[config.mk]
export PLATFORM = sky130hd
export DESIGN_NAME = exc_ctrl
export DESIGN_NICKNAME = d
export VERILOG_FILES = /design/src/rtl/exc_ctrl_pkg.sv /design/src/rtl/exc_prio_enc.sv /design/src/rtl/exc_ctrl.sv
export SDC_FILE = /design/constraint.sdc
export NUM_CORES = 1
export LEC_CHECK = 0
export BUFFER_PORTS_ARGS = -buffer_cell sky130_fd_sc_hd__buf_2
export CAP_MARGIN = 10
export CORE_AREA = 2 2 120 122
export DETAILED_ROUTE_END_ITERATION = 16
export DIE_AREA = 0 0 122 124
export PLACE_DENSITY = 0.65
export SLEW_MARGIN = 10
export SYNTH_ARGS = -nofsm -noshare
export SYNTH_HDL_FRONTEND = slang
export SYNTH_SLANG_ARGS = --single-unit
[constraint.sdc]
create_clock -name clk -period 2.94 [get_ports clk]
set_clock_uncertainty 0.15 [all_clocks]
set_input_delay 0.588 -clock clk [delete_from_list [all_inputs] [get_ports clk]]
set_output_delay 0.588 -clock clk [all_outputs]
set_load 0.1 [all_outputs]
[src/rtl/exc_ctrl_pkg.sv]
// Shared definitions for the exception sequencer: event codes, mem_exc flag
// positions, FSM encoding, vector constants and CP0 field positions.
package exc_ctrl_pkg;

  localparam logic [3:0] EXC_CODE_NONE = 4'd0;
  localparam logic [3:0] EXC_CODE_INT  = 4'd1;
  localparam logic [3:0] EXC_CODE_IF   = 4'd2;
  localparam logic [3:0] EXC_CODE_ADEL = 4'd3;
  localparam logic [3:0] EXC_CODE_RI   = 4'd4;
  localparam logic [3:0] EXC_CODE_OV   = 4'd5;
  localparam logic [3:0] EXC_CODE_BP   = 4'd6;
  localparam logic [3:0] EXC_CODE_SYS  = 4'd7;
  localparam logic [3:0] EXC_CODE_ADES = 4'd8;
  localparam logic [3:0] EXC_CODE_ERET = 4'd9;

  localparam int unsigned EXC_BIT_ERET    = 0;
  localparam int unsigned EXC_BIT_ADEL_IF = 1;
  localparam int unsigned EXC_BIT_RI      = 2;
  localparam int unsigned EXC_BIT_OV      = 3;
  localparam int unsigned EXC_BIT_BP      = 4;
  localparam int unsigned EXC_BIT_SYS     = 5;
  localparam int unsigned EXC_BIT_ADEL_D  = 6;
  localparam int unsigned EXC_BIT_ADES    = 7;

  typedef enum logic [1:0] {
    ST_IDLE,
    ST_COMMIT,
    ST_REDIRECT
  } state_e;

  typedef enum logic [1:0] {
    BADV_NONE,
    BADV_PC,
    BADV_DATA
  } badv_sel_e;

  localparam logic [11:0] EXC_VEC_OFFSET = 12'h180;
  localparam logic [31:0] EXC_BEV_VECTOR = 32'hBFC0_0380;

  localparam int unsigned CP0_STATUS_IE  = 0;
  localparam int unsigned CP0_STATUS_EXL = 1;
  localparam int unsigned CP0_STATUS_BEV = 22;
  localparam int unsigned CP0_IM_LSB     = 8;
  localparam int unsigned CP0_IM_MSB     = 15;
  localparam int unsigned CP0_IP_LSB     = 8;
  localparam int unsigned CP0_IP_MSB     = 15;

  function automatic logic int_pending(input logic [31:0] status,
                                       input logic [31:0] cause);
    return status[CP0_STATUS_IE] & ~status[CP0_STATUS_EXL] &
           (|(status[CP0_IM_MSB:CP0_IM_LSB] & cause[CP0_IP_MSB:CP0_IP_LSB]));
  endfunction

endpackage

[src/rtl/exc_prio_enc.sv]
// Fixed-priority encoder: picks one event from {int_pend, mem_exc} and selects
// the BadVAddr source for it.
module exc_prio_enc
  import exc_ctrl_pkg::*;
(
  input  logic       int_pend_i,
  input  logic [7:0] exc_i,
  output logic [3:0] code_o,
  output badv_sel_e  badv_sel_o
);

  always_comb begin
    code_o     = EXC_CODE_NONE;
    badv_sel_o = BADV_NONE;
    if (int_pend_i) begin
      code_o = EXC_CODE_INT;
    end else if (exc_i[EXC_BIT_ADEL_IF]) begin
      code_o     = EXC_CODE_IF;
      badv_sel_o = BADV_PC;
    end else if (exc_i[EXC_BIT_RI]) begin
      code_o = EXC_CODE_RI;
    end else if (exc_i[EXC_BIT_OV]) begin
      code_o = EXC_CODE_OV;
    end else if (exc_i[EXC_BIT_BP]) begin
      code_o = EXC_CODE_BP;
    end else if (exc_i[EXC_BIT_SYS]) begin
      code_o = EXC_CODE_SYS;
    end else if (exc_i[EXC_BIT_ADEL_D]) begin
      code_o     = EXC_CODE_ADEL;
      badv_sel_o = BADV_DATA;
    end else if (exc_i[EXC_BIT_ADES]) begin
      code_o     = EXC_CODE_ADES;
      badv_sel_o = BADV_DATA;
    end else if (exc_i[EXC_BIT_ERET]) begin
      code_o = EXC_CODE_ERET;
    end
  end

endmodule

[src/rtl/exc_ctrl.sv]
// Exception/interrupt sequencer: IDLE -> COMMIT (one-cycle CP0 update) ->
// REDIRECT (flush + PC redirect handshake). Optional macro: EXC_CTRL_BEV_EN.
module exc_ctrl
  import exc_ctrl_pkg::*;
(
  input  logic        clk,
  input  logic        rst,
  input  logic        mem_valid,
  input  logic        mem_stall,
  input  logic [7:0]  mem_exc,
  input  logic [31:0] mem_pc,
  input  logic        mem_delayslot,
  input  logic [31:0] mem_badvaddr,
  input  logic [31:0] cp0_status,
  input  logic [31:0] cp0_cause,
  input  logic [31:0] cp0_epc,
  input  logic [31:0] cp0_ebase,
  output logic [3:0]  exc_type,
  output logic [31:0] exc_pc,
  output logic        exc_delayslot,
  output logic [31:0] exc_badvaddr,
  output logic        flush,
  output logic        redirect_valid,
  output logic [31:0] redirect_pc,
  input  logic        redirect_ready,
  output logic        busy
);

  state_e      state_q;
  logic [3:0]  exc_type_q;
  logic [31:0] exc_pc_q;
  logic        exc_ds_q;
  logic [31:0] exc_badv_q;
  logic        flush_q;
  logic        rvalid_q;
  logic [31:0] rpc_q;
  logic        busy_q;

  logic        int_pend;
  logic        trigger;
  logic [3:0]  code;
  badv_sel_e   badv_sel;
  logic [31:0] badv_d;
  logic [31:0] vector;
  logic [31:0] target_d;
  logic        unused_cp0;

  assign int_pend = int_pending(cp0_status, cp0_cause);
  assign trigger  = (state_q == ST_IDLE) & mem_valid & ~mem_stall &
                    (int_pend | (|mem_exc));

  exc_prio_enc u_prio (
    .int_pend_i (int_pend),
    .exc_i      (mem_exc),
    .code_o     (code),
    .badv_sel_o (badv_sel)
  );

  always_comb begin
    badv_d = '0;
    case (badv_sel)
      BADV_PC:   badv_d = mem_pc;
      BADV_DATA: badv_d = mem_badvaddr;
      default:   badv_d = '0;
    endcase
  end

`ifdef EXC_CTRL_BEV_EN
  assign vector = cp0_status[CP0_STATUS_BEV] ? EXC_BEV_VECTOR
                                             : {cp0_ebase[31:12], EXC_VEC_OFFSET};
`else
  assign vector = {cp0_ebase[31:12], EXC_VEC_OFFSET};
`endif

  // ERET target is taken from cp0_epc as seen during COMMIT, not at trigger time.
  assign target_d = (exc_type_q == EXC_CODE_ERET) ? cp0_epc : vector;

  assign unused_cp0 = ^{cp0_status, cp0_cause, cp0_ebase[11:0]};

  always_ff @(posedge clk) begin
    if (!rst) begin
      state_q    <= ST_IDLE;
      exc_type_q <= '0;
      exc_pc_q   <= '0;
      exc_ds_q   <= 1'b0;
      exc_badv_q <= '0;
      flush_q    <= 1'b0;
      rvalid_q   <= 1'b0;
      rpc_q      <= '0;
      busy_q     <= 1'b0;
    end else begin
      case (state_q)
        ST_IDLE: begin
          if (trigger) begin
            state_q    <= ST_COMMIT;
            exc_type_q <= code;
            exc_pc_q   <= mem_pc;
            exc_ds_q   <= mem_delayslot;
            exc_badv_q <= badv_d;
            flush_q    <= 1'b1;
            busy_q     <= 1'b1;
          end
        end
        ST_COMMIT: begin
          state_q    <= ST_REDIRECT;
          exc_type_q <= '0;
          exc_pc_q   <= '0;
          exc_ds_q   <= 1'b0;
          exc_badv_q <= '0;
          rvalid_q   <= 1'b1;
          rpc_q      <= target_d;
        end
        ST_REDIRECT: begin
          if (redirect_ready) begin
            state_q  <= ST_IDLE;
            flush_q  <= 1'b0;
            rvalid_q <= 1'b0;
            rpc_q    <= '0;
            busy_q   <= 1'b0;
          end
        end
        default: state_q <= ST_IDLE;
      endcase
    end
  end

  assign exc_type       = exc_type_q;
  assign exc_pc         = exc_pc_q;
  assign exc_delayslot  = exc_ds_q;
  assign exc_badvaddr   = exc_badv_q;
  assign flush          = flush_q;
  assign redirect_valid = rvalid_q;
  assign redirect_pc    = rpc_q;
  assign busy           = busy_q;

endmodule
# ---- Word level (Yosys, flattened, before mapping)
# Index checks and enable logic that the tools add are counted.
dict set report totals {
  ff_bits 105
  latch_bits 0
  mem_bits_rw 0
  mem_bits_ro 0
  input_bits 206
  out_inout_bits 104
  n_memories 0
}
dict set report op_classes {
  addsub 0
  mul 0
  n_div 0
  order_cmp 0
  eq_ne 7
  shifts 0
  mux 36
  bitwise_logic 9
  n_reduce_logical 10
}
# operator n
set op_table {}
lappend op_table {{32-bit one-hot mux with 2 select lines} 4}
lappend op_table {{32-bit 2-to-1 mux} 4}
lappend op_table {{4-bit 2-to-1 mux} 10}
lappend op_table {{2-bit 2-to-1 mux} 10}
lappend op_table {{8-bit OR reduction} 2}
lappend op_table {{8-bit bitwise AND} 1}
lappend op_table {{4-bit one-hot mux with 2 select lines} 1}
lappend op_table {{1-bit one-hot mux with 2 select lines} 3}
lappend op_table {{2-bit one-hot mux with 3 select lines} 1}
lappend op_table {{2-bit AND reduction} 3}
lappend op_table {{2-bit nonzero test} 3}
lappend op_table {{1-bit bitwise AND} 5}
lappend op_table {{2-bit by 1-bit equality test with 1-bit output, second input constant} 2}
lappend op_table {{2-bit equality test, second input constant} 2}
lappend op_table {{4-bit equality test, second input constant} 1}
lappend op_table {{2-bit inequality test, second input constant} 2}
lappend op_table {{1-bit 2-to-1 mux} 3}
lappend op_table {{3-bit AND reduction} 1}
lappend op_table {{2-bit zero test} 1}
lappend op_table {{1-bit NOT} 2}
lappend op_table {{1-bit bitwise OR} 1}

# ---- Logic depth before layout (Yosys ltp)
dict set report logic_depth {
  ltp_word 12
  ltp_mapped 9
}

# ---- Modules after synthesis
# A second synthesis with hierarchy kept.
dict set report hier_totals {
  hier_cells 517
  hier_area_um2 4780.8
}
# module n_inst cells_per_inst area_each_um2 seq_area_each_um2
set modules_own_cells {}
lappend modules_own_cells {exc_ctrl 1 500 4674.5 2102.0}
lappend modules_own_cells {exc_prio_enc 1 17 106.4 0.0}

# ---- Worst setup path before layout
# No wires, ideal clock.
dict set report synth_timing {
  kind {input to register}
  start {input port cp0_status[9]}
  end {register exc_badv_q[0], in the netlist exc_badvaddr[0]}
  setup_time_ns 0.120
  t_arrival_ns 2.423
  t_required_ns 2.670
  setup_slack_ns 0.248
  cell_stages 8
  path_buffers 1
  path_cell_list {a22o_1 > o41a_1 > nor4_1 > inv_1 > ha_1 > clkbuf_1 > a22oi_1 > o2bb2ai_1}
}
dict set report synth_between {
  elab_chain_len 8
  elab_cells_between_ends 13
}
# element line_no
set synth_lines {}
lappend synth_lines {{from (decl)} exc_ctrl.sv:14} ;# input logic [31:0] cp0_status,
lappend synth_lines {{8-bit bitwise AND *} exc_ctrl_pkg.sv:51} ;# (|(status[CP0_IM_MSB:CP0_IM_LSB] & cause[CP0_IP_MSB:CP0_IP_LSB]));
lappend synth_lines {{8-bit OR reduction *} exc_ctrl_pkg.sv:51}
lappend synth_lines {{1-bit bitwise AND *} exc_ctrl_pkg.sv:50} ;# return status[CP0_STATUS_IE] & ~status[CP0_STATUS_EXL] &
lappend synth_lines {{2-bit 2-to-1 mux} exc_prio_enc.sv:15} ;# if (int_pend_i) begin
lappend synth_lines {{2-bit equality test / 2-bit by 1-bit equality test with 1-bit output (equally long branches)} exc_ctrl.sv:61} ;# case (badv_sel)
lappend synth_lines {{32-bit one-hot mux with 2 select lines} exc_ctrl.sv:61}
lappend synth_lines {{32-bit 2-to-1 mux} exc_ctrl.sv:94} ;# if (trigger) begin
lappend synth_lines {{32-bit one-hot mux with 2 select lines} exc_ctrl.sv:92} ;# case (state_q)
lappend synth_lines {{to (signal assigned)} exc_ctrl.sv:99} ;# exc_badv_q <= badv_d;
lappend synth_lines {{to (decl)} exc_ctrl.sv:33} ;# logic [31:0] exc_badv_q;
# Every way passes the cells marked *; elsewhere a longest branch is shown, timed or not. The select of a mux whose other input is x is not followed.
# A chain may end at the register's enable or synchronous reset.

# ---- Worst setup path in the final report
dict set report layout_timing {
  start {input port cp0_status[9]}
  end {register exc_badv_q[11], in the netlist exc_badvaddr[11]}
}
# The elaborated chain is that of the path after synthesis.

==> summary.md <==
| Metric | Value |
|---|---|
| Outcome | `finished, final reports clean` |
| Syn nets | `659` |
| Initial antenna violation count | `0` |
| Area grow syn2layout | `38.7%` |
| Post_cts resized | `0` |
| Vias in the first global route | `4207` |
| WP data arrival | `2.64 ns` |
| Pleak | `2.83 nW` |
| Root Driver | `clkbuf_16` |
| FF-to-FF Start | `state_q[1]` |
| Setup tns final | `0 ns` |
| Max Cap Viol | `0` |
| Filler Cells Inserted | `1333` |
| FF-to-FF End | `exc_pc[5]` |
| CTS tree | `built` |
| Crit. Startpoint | `cp0_status[9]` |
| GR Util met1 | `18.5%` |
| Yosys reg bits | `105` |
| DP Wirelength | `9810 um` |
| Routed length per instance | `15.1 um` |
| Die H | `124 um` |
| DP Area | `5960 um^2` |
| Initial DRC count | `176` |
| Final antenna-violating net count | `0` |
| Ratio of cells with drive above 1 in the final layout | `44.7%` |
| Final min period | `2.55 ns` |
| Mean Syn Cell Area | `10.0 um^2` |
| Hold Crit Start | `exc_delayslot` |
| Detailed Route WL | `13200 um` |
| Hold Path Depth | `2` |
| Achievable Freq | `392 MHz` |
| DRC violations left | `0` |
| Share of the synthesized area in the top cell type | `46.6%` |
| Worst hold endpoint | `exc_delayslot` |
| GR Layer Usage met3 | `4.30%` |
| GRT Util Overall | `17.0%` |
| Post-Syn Instances | `451` |
| RePlAce Congestion | `0.782` |
| Reg2reg setup slack | `0.70 ns` |
| Die area | `15100 um^2` |
| Ys Warns | `0` |
| Final hold violation count | `0` |
| CP endpoint kind | `register` |
| Crit path max-delay family | `compound AO/OA/AOI/OAI gates` |
| I/O pins | `310` |
| Worst-case clock buffer depth | `2` |
| Critical path's slowest cell | `o41a_1` |
| Netlist cell types | `41` |
| Mapped cell area | `4510 um^2` |
| Pwr Density | `555 nW/um^2` |
| Fin worst setup slack | `0.387 ns` |
| Initial Utilization | `32.9%` |
| Post-CTS Setup Inserts | `0` |
| H-tree depth | `3` |
| Pre-CTS setup slack | `0.0273 ns` |
| First-pass GRT wire length | `20000 um` |
| Worst-margin pin slew | `0.733 ns` |
| Vias | `4302` |
| CP bufs+invs | `3` |
| VDD IR-drop max | `0.314 mV` |
| WS Path Type | `input pin to register` |
| Top cells by area, synth | `dfxtp_1, a22oi_1, mux2i_1, o2bb2ai_1, nand2_1` |
| Clock Pin Slew Worst Setup and Hold Paths | `0.07 ns` |
| Cts bufs inserted | `9` |
| Top_reg_cell synth | `dfxtp_1` |
| Synth async-reset ratio | `0%` |
| R2R depth | `6` |
| RSZ-0062 raised after global routing | `no` |
| Fin crit share | `86.8%` |
| Grt met2 use | `31.3%` |
| Grt total ovfl | `0` |
| CP cell instances | `buf_2, a22o_1, o41a_1, nor4_1, inv_1, ha_1, buf_12, a22oi_1, o2bb2ai_1` |
| DRT Pass-1 Iters | `4` |
| Post-route design area | `6260 um^2` |
| Die span in x | `122 um` |
| Final Net Count | `897` |
| Hold buffer count at cts | `0` |
| HP Class | `register to register` |
| Max FO, Critical Path | `32` |
| Pin count of the biggest net entering global routing | `70` |
| Drt via density | `4.92` |
| Post-synth EDFFs | `0` |
| Post-synth top area cell | `dfxtp_1` |
| Worst hold margin | `0.305 ns` |
| Worst slew margin | `51.0%` |
| Clk_lat worst skew | `0.34 ns` |
| Crit-path max cell delay | `0.45 ns` |
| Startpoint types | `input pin` |
| Clock sink total | `105` |
| Buffers on Ports | `251` |
| Critical Path RT | `3.02 ns` |
| Final setup viols | `0` |
| Std-Cell Rows | `43` |
| Slew Viols, Final | `0` |
| Number of antenna diodes | `0` |
| Core area | `13700 um^2` |
| Seq/Total Area, Yosys | `46.6%` |
| Most Crowded Layer GR | `met2` |
## worst max path at each step
| stage | cells after the start | endpoint |
|---|---|---|
| 2_1_floorplan | 8 | exc_badvaddr[0] |
| 3_3_place_gp | 9 | exc_badvaddr[11] |
| 3_5_place_dp | 9 | exc_badvaddr[11] |
| 4_1_cts | 10 | exc_badvaddr[23] |
| 5_1_grt | 9 | exc_badvaddr[11] |
| 6_report | 9 | exc_badvaddr[11] |
## Yosys cell counts, types with 2 or more instances
cell type	n
a22o_1	4
buf_4	4
inv_1	5
buf_2	3
ha_1	2
nand2_1	71
or3_1	2
dfxtp_1	105
mux2i_1	34
and2_1	2
o21ai_0	4
nor4_1	2
o221ai_1	2
a21boi_0	2
a32o_1	2
o2bb2ai_1	32
nor2b_1	33
o21a_1	2
nand2b_1	2
mux2_2	20
a22oi_1	62
buf_6	7
clkbuf_1	23
nor2_1	7
nor3_1	3
## area by class of cell
type	count	area (um^2)	share of cell area (%)
inverter	5	18.8	0.300
clock inverter	7	68.8	1.10
timing repair buffer	265	1410	22.6
clock buffer	9	225	3.60
multi-input combinational	303	2210	35.3
sequential	105	2100	33.6
tap	180	225	3.60
## per-stage QoR
step | total power, mW | instances | util (%)
floorplan | 2.12 | 451 | -
global placement | 2.33 | 858 | 43.5
detailed placement | 2.34 | 858 | 43.5
CTS | 3.53 | 874 | 45.6
global route | 3.64 | 874 | 45.6
finish | 3.47 | 874 | 45.6
## cell families (layout without fill, tap and decap cells)
group                    Yosys count  count (layout)  share of synthesized area, %
multiplexers                      54              54                          12.5
adder cells (fa/ha/maj)            2               2                         0.555
buffers and inverters             43             286                          5.16
flip-flops                       105             105                          46.6
AND/OR/NAND/NOR                  130             130                          14.2
AO/OA/AOI/OAI                    117             117                          21.0
## sequential cells by signal, summed over array words and instances (netlist names)
signal,flops
busy,1
exc_badvaddr,32
exc_delayslot,1
exc_pc,32
exc_type,4
redirect_pc,32
redirect_valid,1
state_q,2
## metal layers
layer	part of all wire, %	up-vias
li1	-	2115
met1	40	1957
met2	50	217
met3	8.8	13
met4	1.7	0
met5	0	-
## worst reg2reg max path, stage by stage (launching register included)
cell and delay [ns]:
dfxtp_1 0.34, nor4b_1 0.30, buf_4 0.20, nand2_1 0.10, o21ai_4 0.59, buf_12 0.29, mux2i_1 0.21
## power by group
group          switching (mW)  leakage [nW]  total (mW)  internal, mW
sequential             0.0295         0.852        1.50          1.47
clock                   0.574         0.145        1.17         0.599
combinational           0.581          1.83       0.799         0.218
total                    1.18          2.83        3.47          2.29
## placed cells by master (no fill, tap or decap), types with 2 or more instances in the layout
| master | instances |
|---|---|
| buf_2 | 251 |
| dfxtp_1 | 105 |
| nand2_1 | 71 |
| a22oi_1 | 62 |
| mux2i_1 | 34 |
| nor2b_1 | 33 |
| o2bb2ai_1 | 32 |
| mux2_2 | 20 |
| buf_4 | 10 |
| clkbuf_16 | 9 |
| nor2_1 | 6 |
| inv_1 | 5 |
| inv_6 | 5 |
| a22o_1 | 4 |
| o21ai_0 | 4 |
| buf_12 | 4 |
| nor3_1 | 3 |
| nor4_1 | 2 |
| or3_1 | 2 |
| nand2b_1 | 2 |
| a32o_1 | 2 |
| o221ai_1 | 2 |
| a21boi_0 | 2 |
| o21a_1 | 2 |
| ha_1 | 2 |
Note: power is estimated with default switching activity, not from simulation.
